==> src/rtl/top_link.sv <==
// top_link: FIFO-buffered asynchronous serial link with independent TX and RX.
// Optional even parity bit between data and stop bits: define TOP_LINK_PARITY_EN.
module top_link #(
    parameter int width_p = 10,
    parameter int depth_p = 4,
    parameter int div_p   = 4
) (
    input  logic               main_clk_i,
    input  logic               main_rst_i,
    input  logic [width_p-1:0] tx_data_i,
    input  logic               tx_valid_i,
    output logic               tx_ready_o,
    output logic [width_p-1:0] rx_data_o,
    output logic               rx_valid_o,
    output logic               rx_err_o,
    input  logic               intf_rx_i,
    output logic               intf_tx_o
);

    localparam int AW = (depth_p > 1) ? $clog2(depth_p) : 1;
    localparam int CW = $clog2(div_p);
    localparam int BW = (width_p > 1) ? $clog2(width_p) : 1;
    localparam logic [CW-1:0] DIV_LAST  = CW'(div_p - 1);
    localparam logic [CW-1:0] HALF_LAST = CW'(div_p / 2 - 1);
    localparam logic [BW-1:0] BIT_LAST  = BW'(width_p - 1);
    localparam logic [AW:0]   FIFO_FULL = (AW + 1)'(depth_p);

    typedef enum logic [2:0] {
        ST_IDLE,
        ST_START,
        ST_DATA,
`ifdef TOP_LINK_PARITY_EN
        ST_PARITY,
`endif
        ST_STOP
    } state_t;

    // ---------------- TX FIFO ----------------
    logic [width_p-1:0] mem [depth_p];
    logic [AW-1:0]      wr_ptr;
    logic [AW-1:0]      rd_ptr;
    logic [AW:0]        count;
    logic               full;
    logic               empty;
    logic               push;
    logic               take;
    logic               avail;
    logic               fifo_wr;
    logic               fifo_rd;
    logic [width_p-1:0] src;

    assign full       = (count == FIFO_FULL);
    assign empty      = (count == '0);
    assign tx_ready_o = !full;
    assign push       = tx_valid_i && !full;
    // A word pushed into an empty FIFO can go straight to the shifter.
    assign avail      = !empty || push;
    assign src        = empty ? tx_data_i : mem[rd_ptr];
    assign fifo_wr    = push && !(take && empty);
    assign fifo_rd    = take && !empty;

    // FIFO storage write port
    always_ff @(posedge main_clk_i) begin
        if (fifo_wr) begin
            mem[wr_ptr] <= tx_data_i;
        end
    end

    // FIFO pointers and occupancy
    always_ff @(posedge main_clk_i or posedge main_rst_i) begin
        if (main_rst_i) begin
            wr_ptr <= '0;
            rd_ptr <= '0;
            count  <= '0;
        end else begin
            if (fifo_wr) wr_ptr <= wr_ptr + 1'b1;
            if (fifo_rd) rd_ptr <= rd_ptr + 1'b1;
            count <= count + {{AW{1'b0}}, fifo_wr} - {{AW{1'b0}}, fifo_rd};
        end
    end

    // ---------------- TX FSM ----------------
    state_t             tx_state, tx_state_d;
    logic [CW-1:0]      tx_cnt, tx_cnt_d;
    logic [BW-1:0]      tx_bit, tx_bit_d;
    logic [width_p-1:0] tx_sh, tx_sh_d;
    logic               tx_line_d;
`ifdef TOP_LINK_PARITY_EN
    logic               tx_par, tx_par_d;
`endif

    // TX state, counters, shifter and registered serial line
    always_ff @(posedge main_clk_i or posedge main_rst_i) begin
        if (main_rst_i) begin
            tx_state  <= ST_IDLE;
            tx_cnt    <= '0;
            tx_bit    <= '0;
            tx_sh     <= '0;
            intf_tx_o <= 1'b1;
`ifdef TOP_LINK_PARITY_EN
            tx_par    <= 1'b0;
`endif
        end else begin
            tx_state  <= tx_state_d;
            tx_cnt    <= tx_cnt_d;
            tx_bit    <= tx_bit_d;
            tx_sh     <= tx_sh_d;
            intf_tx_o <= tx_line_d;
`ifdef TOP_LINK_PARITY_EN
            tx_par    <= tx_par_d;
`endif
        end
    end

    // TX next state; line value follows the state being entered
    always_comb begin
        tx_state_d = tx_state;
        tx_cnt_d   = tx_cnt + 1'b1;
        tx_bit_d   = tx_bit;
        tx_sh_d    = tx_sh;
        tx_line_d  = intf_tx_o;
        take       = 1'b0;
`ifdef TOP_LINK_PARITY_EN
        tx_par_d   = tx_par;
`endif
        unique case (tx_state)
            ST_IDLE: begin
                tx_cnt_d  = '0;
                tx_line_d = 1'b1;
                if (avail) begin
                    take       = 1'b1;
                    tx_sh_d    = src;
                    tx_state_d = ST_START;
                    tx_line_d  = 1'b0;
`ifdef TOP_LINK_PARITY_EN
                    tx_par_d   = ^src;
`endif
                end
            end
            ST_START: begin
                if (tx_cnt == DIV_LAST) begin
                    tx_cnt_d   = '0;
                    tx_bit_d   = '0;
                    tx_state_d = ST_DATA;
                    tx_line_d  = tx_sh[0];
                end
            end
            ST_DATA: begin
                if (tx_cnt == DIV_LAST) begin
                    tx_cnt_d = '0;
                    if (tx_bit == BIT_LAST) begin
`ifdef TOP_LINK_PARITY_EN
                        tx_state_d = ST_PARITY;
                        tx_line_d  = tx_par;
`else
                        tx_state_d = ST_STOP;
                        tx_line_d  = 1'b1;
`endif
                    end else begin
                        tx_bit_d  = tx_bit + 1'b1;
                        tx_sh_d   = tx_sh >> 1;
                        tx_line_d = tx_sh_d[0];
                    end
                end
            end
`ifdef TOP_LINK_PARITY_EN
            ST_PARITY: begin
                if (tx_cnt == DIV_LAST) begin
                    tx_cnt_d   = '0;
                    tx_state_d = ST_STOP;
                    tx_line_d  = 1'b1;
                end
            end
`endif
            ST_STOP: begin
                if (tx_cnt == DIV_LAST) begin
                    tx_cnt_d = '0;
                    if (avail) begin
                        take       = 1'b1;
                        tx_sh_d    = src;
                        tx_state_d = ST_START;
                        tx_line_d  = 1'b0;
`ifdef TOP_LINK_PARITY_EN
                        tx_par_d   = ^src;
`endif
                    end else begin
                        tx_state_d = ST_IDLE;
                        tx_line_d  = 1'b1;
                    end
                end
            end
            default: begin
                tx_state_d = ST_IDLE;
                tx_line_d  = 1'b1;
            end
        endcase
    end

    // ---------------- RX ----------------
    logic               sync1, rx_s, rx_prev;
    state_t             rx_state, rx_state_d;
    logic [CW-1:0]      rx_cnt, rx_cnt_d;
    logic [BW-1:0]      rx_bit, rx_bit_d;
    logic [width_p-1:0] rx_sh, rx_sh_d;
    logic               rx_valid_d;
    logic               rx_err_d;
    logic [width_p-1:0] rx_data_d;
`ifdef TOP_LINK_PARITY_EN
    logic               rx_perr, rx_perr_d;
`endif

    // Two-flop synchronizer plus one delay stage for edge detection
    always_ff @(posedge main_clk_i or posedge main_rst_i) begin
        if (main_rst_i) begin
            sync1   <= 1'b1;
            rx_s    <= 1'b1;
            rx_prev <= 1'b1;
        end else begin
            sync1   <= intf_rx_i;
            rx_s    <= sync1;
            rx_prev <= rx_s;
        end
    end

    // RX state, counters, shifter and output registers
    always_ff @(posedge main_clk_i or posedge main_rst_i) begin
        if (main_rst_i) begin
            rx_state   <= ST_IDLE;
            rx_cnt     <= '0;
            rx_bit     <= '0;
            rx_sh      <= '0;
            rx_valid_o <= 1'b0;
            rx_err_o   <= 1'b0;
            rx_data_o  <= '0;
`ifdef TOP_LINK_PARITY_EN
            rx_perr    <= 1'b0;
`endif
        end else begin
            rx_state   <= rx_state_d;
            rx_cnt     <= rx_cnt_d;
            rx_bit     <= rx_bit_d;
            rx_sh      <= rx_sh_d;
            rx_valid_o <= rx_valid_d;
            rx_err_o   <= rx_err_d;
            rx_data_o  <= rx_data_d;
`ifdef TOP_LINK_PARITY_EN
            rx_perr    <= rx_perr_d;
`endif
        end
    end

    // RX next state: mid-bit sampling anchored on the start bit centre
    always_comb begin
        rx_state_d = rx_state;
        rx_cnt_d   = rx_cnt + 1'b1;
        rx_bit_d   = rx_bit;
        rx_sh_d    = rx_sh;
        rx_valid_d = 1'b0;
        rx_err_d   = rx_err_o;
        rx_data_d  = rx_data_o;
`ifdef TOP_LINK_PARITY_EN
        rx_perr_d  = rx_perr;
`endif
        unique case (rx_state)
            ST_IDLE: begin
                rx_cnt_d = '0;
                if (rx_prev && !rx_s) begin
                    rx_state_d = ST_START;
                end
            end
            ST_START: begin
                if (rx_cnt == HALF_LAST) begin
                    rx_cnt_d   = '0;
                    rx_bit_d   = '0;
                    rx_state_d = rx_s ? ST_IDLE : ST_DATA;
                end
            end
            ST_DATA: begin
                if (rx_cnt == DIV_LAST) begin
                    rx_cnt_d = '0;
                    rx_sh_d  = {rx_s, rx_sh[width_p-1:1]};
                    if (rx_bit == BIT_LAST) begin
`ifdef TOP_LINK_PARITY_EN
                        rx_state_d = ST_PARITY;
`else
                        rx_state_d = ST_STOP;
`endif
                    end else begin
                        rx_bit_d = rx_bit + 1'b1;
                    end
                end
            end
`ifdef TOP_LINK_PARITY_EN
            ST_PARITY: begin
                if (rx_cnt == DIV_LAST) begin
                    rx_cnt_d   = '0;
                    rx_perr_d  = rx_s ^ (^rx_sh);
                    rx_state_d = ST_STOP;
                end
            end
`endif
            ST_STOP: begin
                if (rx_cnt == DIV_LAST) begin
                    rx_cnt_d   = '0;
                    rx_valid_d = 1'b1;
                    rx_data_d  = rx_sh;
`ifdef TOP_LINK_PARITY_EN
                    rx_err_d   = !rx_s || rx_perr;
`else
                    rx_err_d   = !rx_s;
`endif
                    rx_state_d = ST_IDLE;
                end
            end
            default: begin
                rx_state_d = ST_IDLE;
            end
        endcase
    end

endmodule

==> config.mk <==
export PLATFORM = sky130hd
export DESIGN_NAME = top_link
export DESIGN_NICKNAME = d
export VERILOG_FILES = /design/src/rtl/top_link.sv
export SDC_FILE = /design/constraint.sdc
export NUM_CORES = 1
export LEC_CHECK = 0
export CAP_MARGIN = 20
export CORE_ASPECT_RATIO = 1.1
export CORE_UTILIZATION = 28
export CTS_BUF_LIST = sky130_fd_sc_hd__clkbuf_8 sky130_fd_sc_hd__clkbuf_16
export DETAILED_ROUTE_END_ITERATION = 8
export GPL_ROUTABILITY_DRIVEN = 0
export PLACE_DENSITY = 0.53
export SLEW_MARGIN = 5
export SYNTH_ARGS = -nofsm -noshare
export SYNTH_HDL_FRONTEND = slang
export SYNTH_SLANG_ARGS = --single-unit
==> constraint.sdc <==
create_clock -name main_clk_i -period 3.15 [get_ports main_clk_i]
set_input_delay 0.63 -clock main_clk_i [delete_from_list [all_inputs] [get_ports main_clk_i]]
set_output_delay 0.63 -clock main_clk_i [all_outputs]
set_load 0.05 [all_outputs]
==> results.md <==
- Die outline area: 16400 sq um
- Final hold slack: 0.356 ns
- Portion of the clock cycle consumed by the worst path in the final layout: 80.5%
- Maximum clock frequency: 0.394 GHz
- Most common cell after layout, fill and taps aside: dfrtp_1
- Largest fanout of any net on the critical path: 5
- Initial drt markers: 132
- Cts bufs inserted: 9
- CTS tree: done
- Fill cell count: 1504
- Count of mapped cells out of synthesis: 320
- Clock net sink count: 99
- Number of placed instances with taps included: 534
- Final count of negative-setup-slack endpoints: 0
- Gr usage total: 11.0%
- Antenna diode instance count: 0
- Number of rows created at floorplan: 47
- Min Tclk post-route: 2.54 ns
- Vert. Die Dim: 134 um
- Class of the most critical setup path: reg -> reg
- VDD IR max: 337 uV
- Initial core utilization: 29.0%
- WP data arrival: 2.77 ns
- Number of buffers on the longest clock path: 2
- Wire per inst: 14.6 um
- # resized after CTS: 0
- Post-Synthesis Mean Instance Area: 13.9 sq um
- FF+latch area: 2680 sq um
- Hold Crit Class: reg -> reg
- Worst-Skew Late Latency: 0.35 ns
- RSZ-0062 raised after global routing: false
- Relative slew slack: 48.7%
- Post-route DRC violation count: 0
- Detail-routed via count per cell: 4.64
- Power Total: 4100 uW
- Run status: complete, no violations
- Fraction of layout cells with a size suffix above 1: 20.6%
- Wire length of the first global-routing pass: 13.3 mm
- Synthesized flop and latch total: 99
- Wirelength, routed: 8.00 mm
- Sequential element share of the synthesized area: 60.4%
- Sum Neg Setup Slack: 0 ns
- Count of warnings emitted by yosys: 0
- CTS hold repair buffers: 0
- Largest net degree at the start of global routing: 60
- Cell type with the largest total area after synthesis: dfrtp_1
- Max-cap violation count: 0
- Via Count: 2550
- Kind of end point of the critical path: register
- Pre-CTS setup slack: 0.407 ns
- Final Hold Fails: 0
- Required @ worst endpoint: 3.39 ns
- Multi-input combinational cell area: 1630 sq um
- Number of standard cells in the layout, taps in and fillers out: 550
- Most frequent cells in the layout: dfrtp_1, edfxtp_1, mux2_2
- Clock transition at the registers of the reported paths: 0.07 ns
- ANT nets after route: 0
- CTS HTree Levels: 3
- Num ports: 28
- Leakage power summed over all cells: 0.00211 uW
- Count of buffers added by post-CTS timing repair for setup: 0
- Post-synthesis instance area: 4440 sq um
- Layout area overhead: 18.2%
- Number of global-route vias before repair: 2668
- Worst Setup Slack, final: 0.614 ns
- Synth top area cells: dfrtp_1, edfxtp_1, mux2_2
- Worst-Margin Slew: 0.770 ns
- Core Region: 15300 sq um
- Top cell type's share of synthesized area: 31.0%
- Initial antenna violation count: 0
- Post-synth net total: 354
- Count of unique library cells instantiated by Yosys: 44
- Root buf cell: clkbuf_16
- Final layout net count: 383
- Detail Placement HPWL: 5.30 mm
- Port bufs: 27
- Slew Limit Fails: 0
- Die width: 122 um
- Critical path launch point type: register
- Length of the first detailed-routing pass in iterations: 4
- Total congestion overflow: 0
- Worst Skew: 0.00956 ns
- Total power density per cell area: 781 nW/um^2
==> power by group <==
group	switching (uW)	internal [uW]
Sequential	222	1640
Combinational	543	520
Clock	516	656
Total	1280	2820
==> synth_stat cells, drive strengths merged <==
cell	count
dfrtp	55
edfxtp	40
mux2	33
a21oi	25
nand2	25
ha	19
inv	18
mux4	10
nor2b	10
o21ai	10
clkbuf	9
a22o	5
nor2	5
and2	4
buf	4
dfstp	4
nand2b	4
xnor2	4
nand3	3
nand3b	3
nor3	3
o22ai	3
or3	3
a21boi	2
o221ai	2
xor2	2
a2111oi	1
a221oi	1
a41oi	1
and3b	1
fa	1
mux2i	1
nand4	1
nand4b	1
nor4	1
o21a	1
o21bai	1
o311ai	1
o31ai	1
o32a	1
or3b	1
==> kinds of logic (layout without fill, tap and decap cells) <==
logic type / after synthesis / in the layout / share of synthesized area [%]
AO/OA/AOI/OAI: 55 / 55 / 8.18
adder cells (fa/ha/maj): 20 / 20 / 5.81
multiplexers: 44 / 44 / 13.7
XOR/XNOR: 6 / 6 / 1.18
AND/OR/NAND/NOR: 65 / 65 / 7.92
flip-flops: 99 / 99 / 60.4
buffers and inverters: 31 / 65 / 2.79
==> metrics by stage <==
step	utilization, %	area (sq um)
floorplan	-	4440
global placement	32.2	4930
detailed placement	32.2	4930
CTS	34.3	5250
global route	34.3	5250
finish	34.3	5250
==> sequential cells by signal, indices dropped and copies added (netlist names) <==
name and cells:
tx_state 2, rx_err_o 1, rx_state 2, rx_sh 10, tx_cnt 2, intf_tx_o 1, rx_bit 4, rd_ptr 2
rx_data_o 10, rx_cnt 2, rx_valid_o 1, wr_ptr 2, count 3, tx_sh 10, rx_prev 1, mem 40
sync1 1, tx_bit 4, rx_s 1
==> layer usage <==
metal | vias to the layer above | wire length [um] | track usage, %
met4 | 0 | 212 | 6.24
met5 | - | 0 | 0
met3 | 15 | 312 | 2.81
met1 | 1279 | 3540 | 12.9
met2 | 39 | 3940 | 18.0
li1 | 1217 | - | -
==> area by class of cell <==
class / count / share of cell area, %
Sequential cell: 99 / 51.1
Clock inverter: 6 / 1.50
Timing Repair Buffer: 31 / 5.73
Multi-Input combinational cell: 190 / 31.1
Tap cell: 196 / 4.68
Inverter: 18 / 1.29
Clock buffer: 10 / 4.56
==> critical path, stage by stage (launching register included) <==
cell and delay [ns]:
dfrtp_1 0.40, inv_1 0.10, ha_1 0.26, a21oi_1 0.19
o21bai_1 0.08, a21boi_1 0.19, inv_1 0.06, ha_1 0.27
inv_1 0.04, ha_1 0.18, fa_1 0.37, xnor2_1 0.14
xnor2_1 0.13
==> final timing paths <==
| kind | start | endpoint | slack, ns | cells after the start |
|---|---|---|---|---|
| min in group asynchronous | main_rst_i | rx_sh[9]$_DFFE_PP0P_ | 0.82 | 3 |
| max in group asynchronous | main_rst_i | tx_bit[0]$_DFFE_PP0P_ | 1.83 | 3 |
| worst max register to register | tx_state[0]$_DFFE_PP0P_ | count[2]$_DFF_PP0_ | 0.61 | 12 |
| worst min-delay path | sync1$_DFF_PP1_ | rx_s$_DFF_PP1_ | 0.36 | 0 |
| worst min register to register | sync1$_DFF_PP1_ | rx_s$_DFF_PP1_ | 0.36 | 0 |
| worst max-delay path | tx_state[0]$_DFFE_PP0P_ | count[2]$_DFF_PP0_ | 0.61 | 12 |
(Power assumes the default switching activity.)
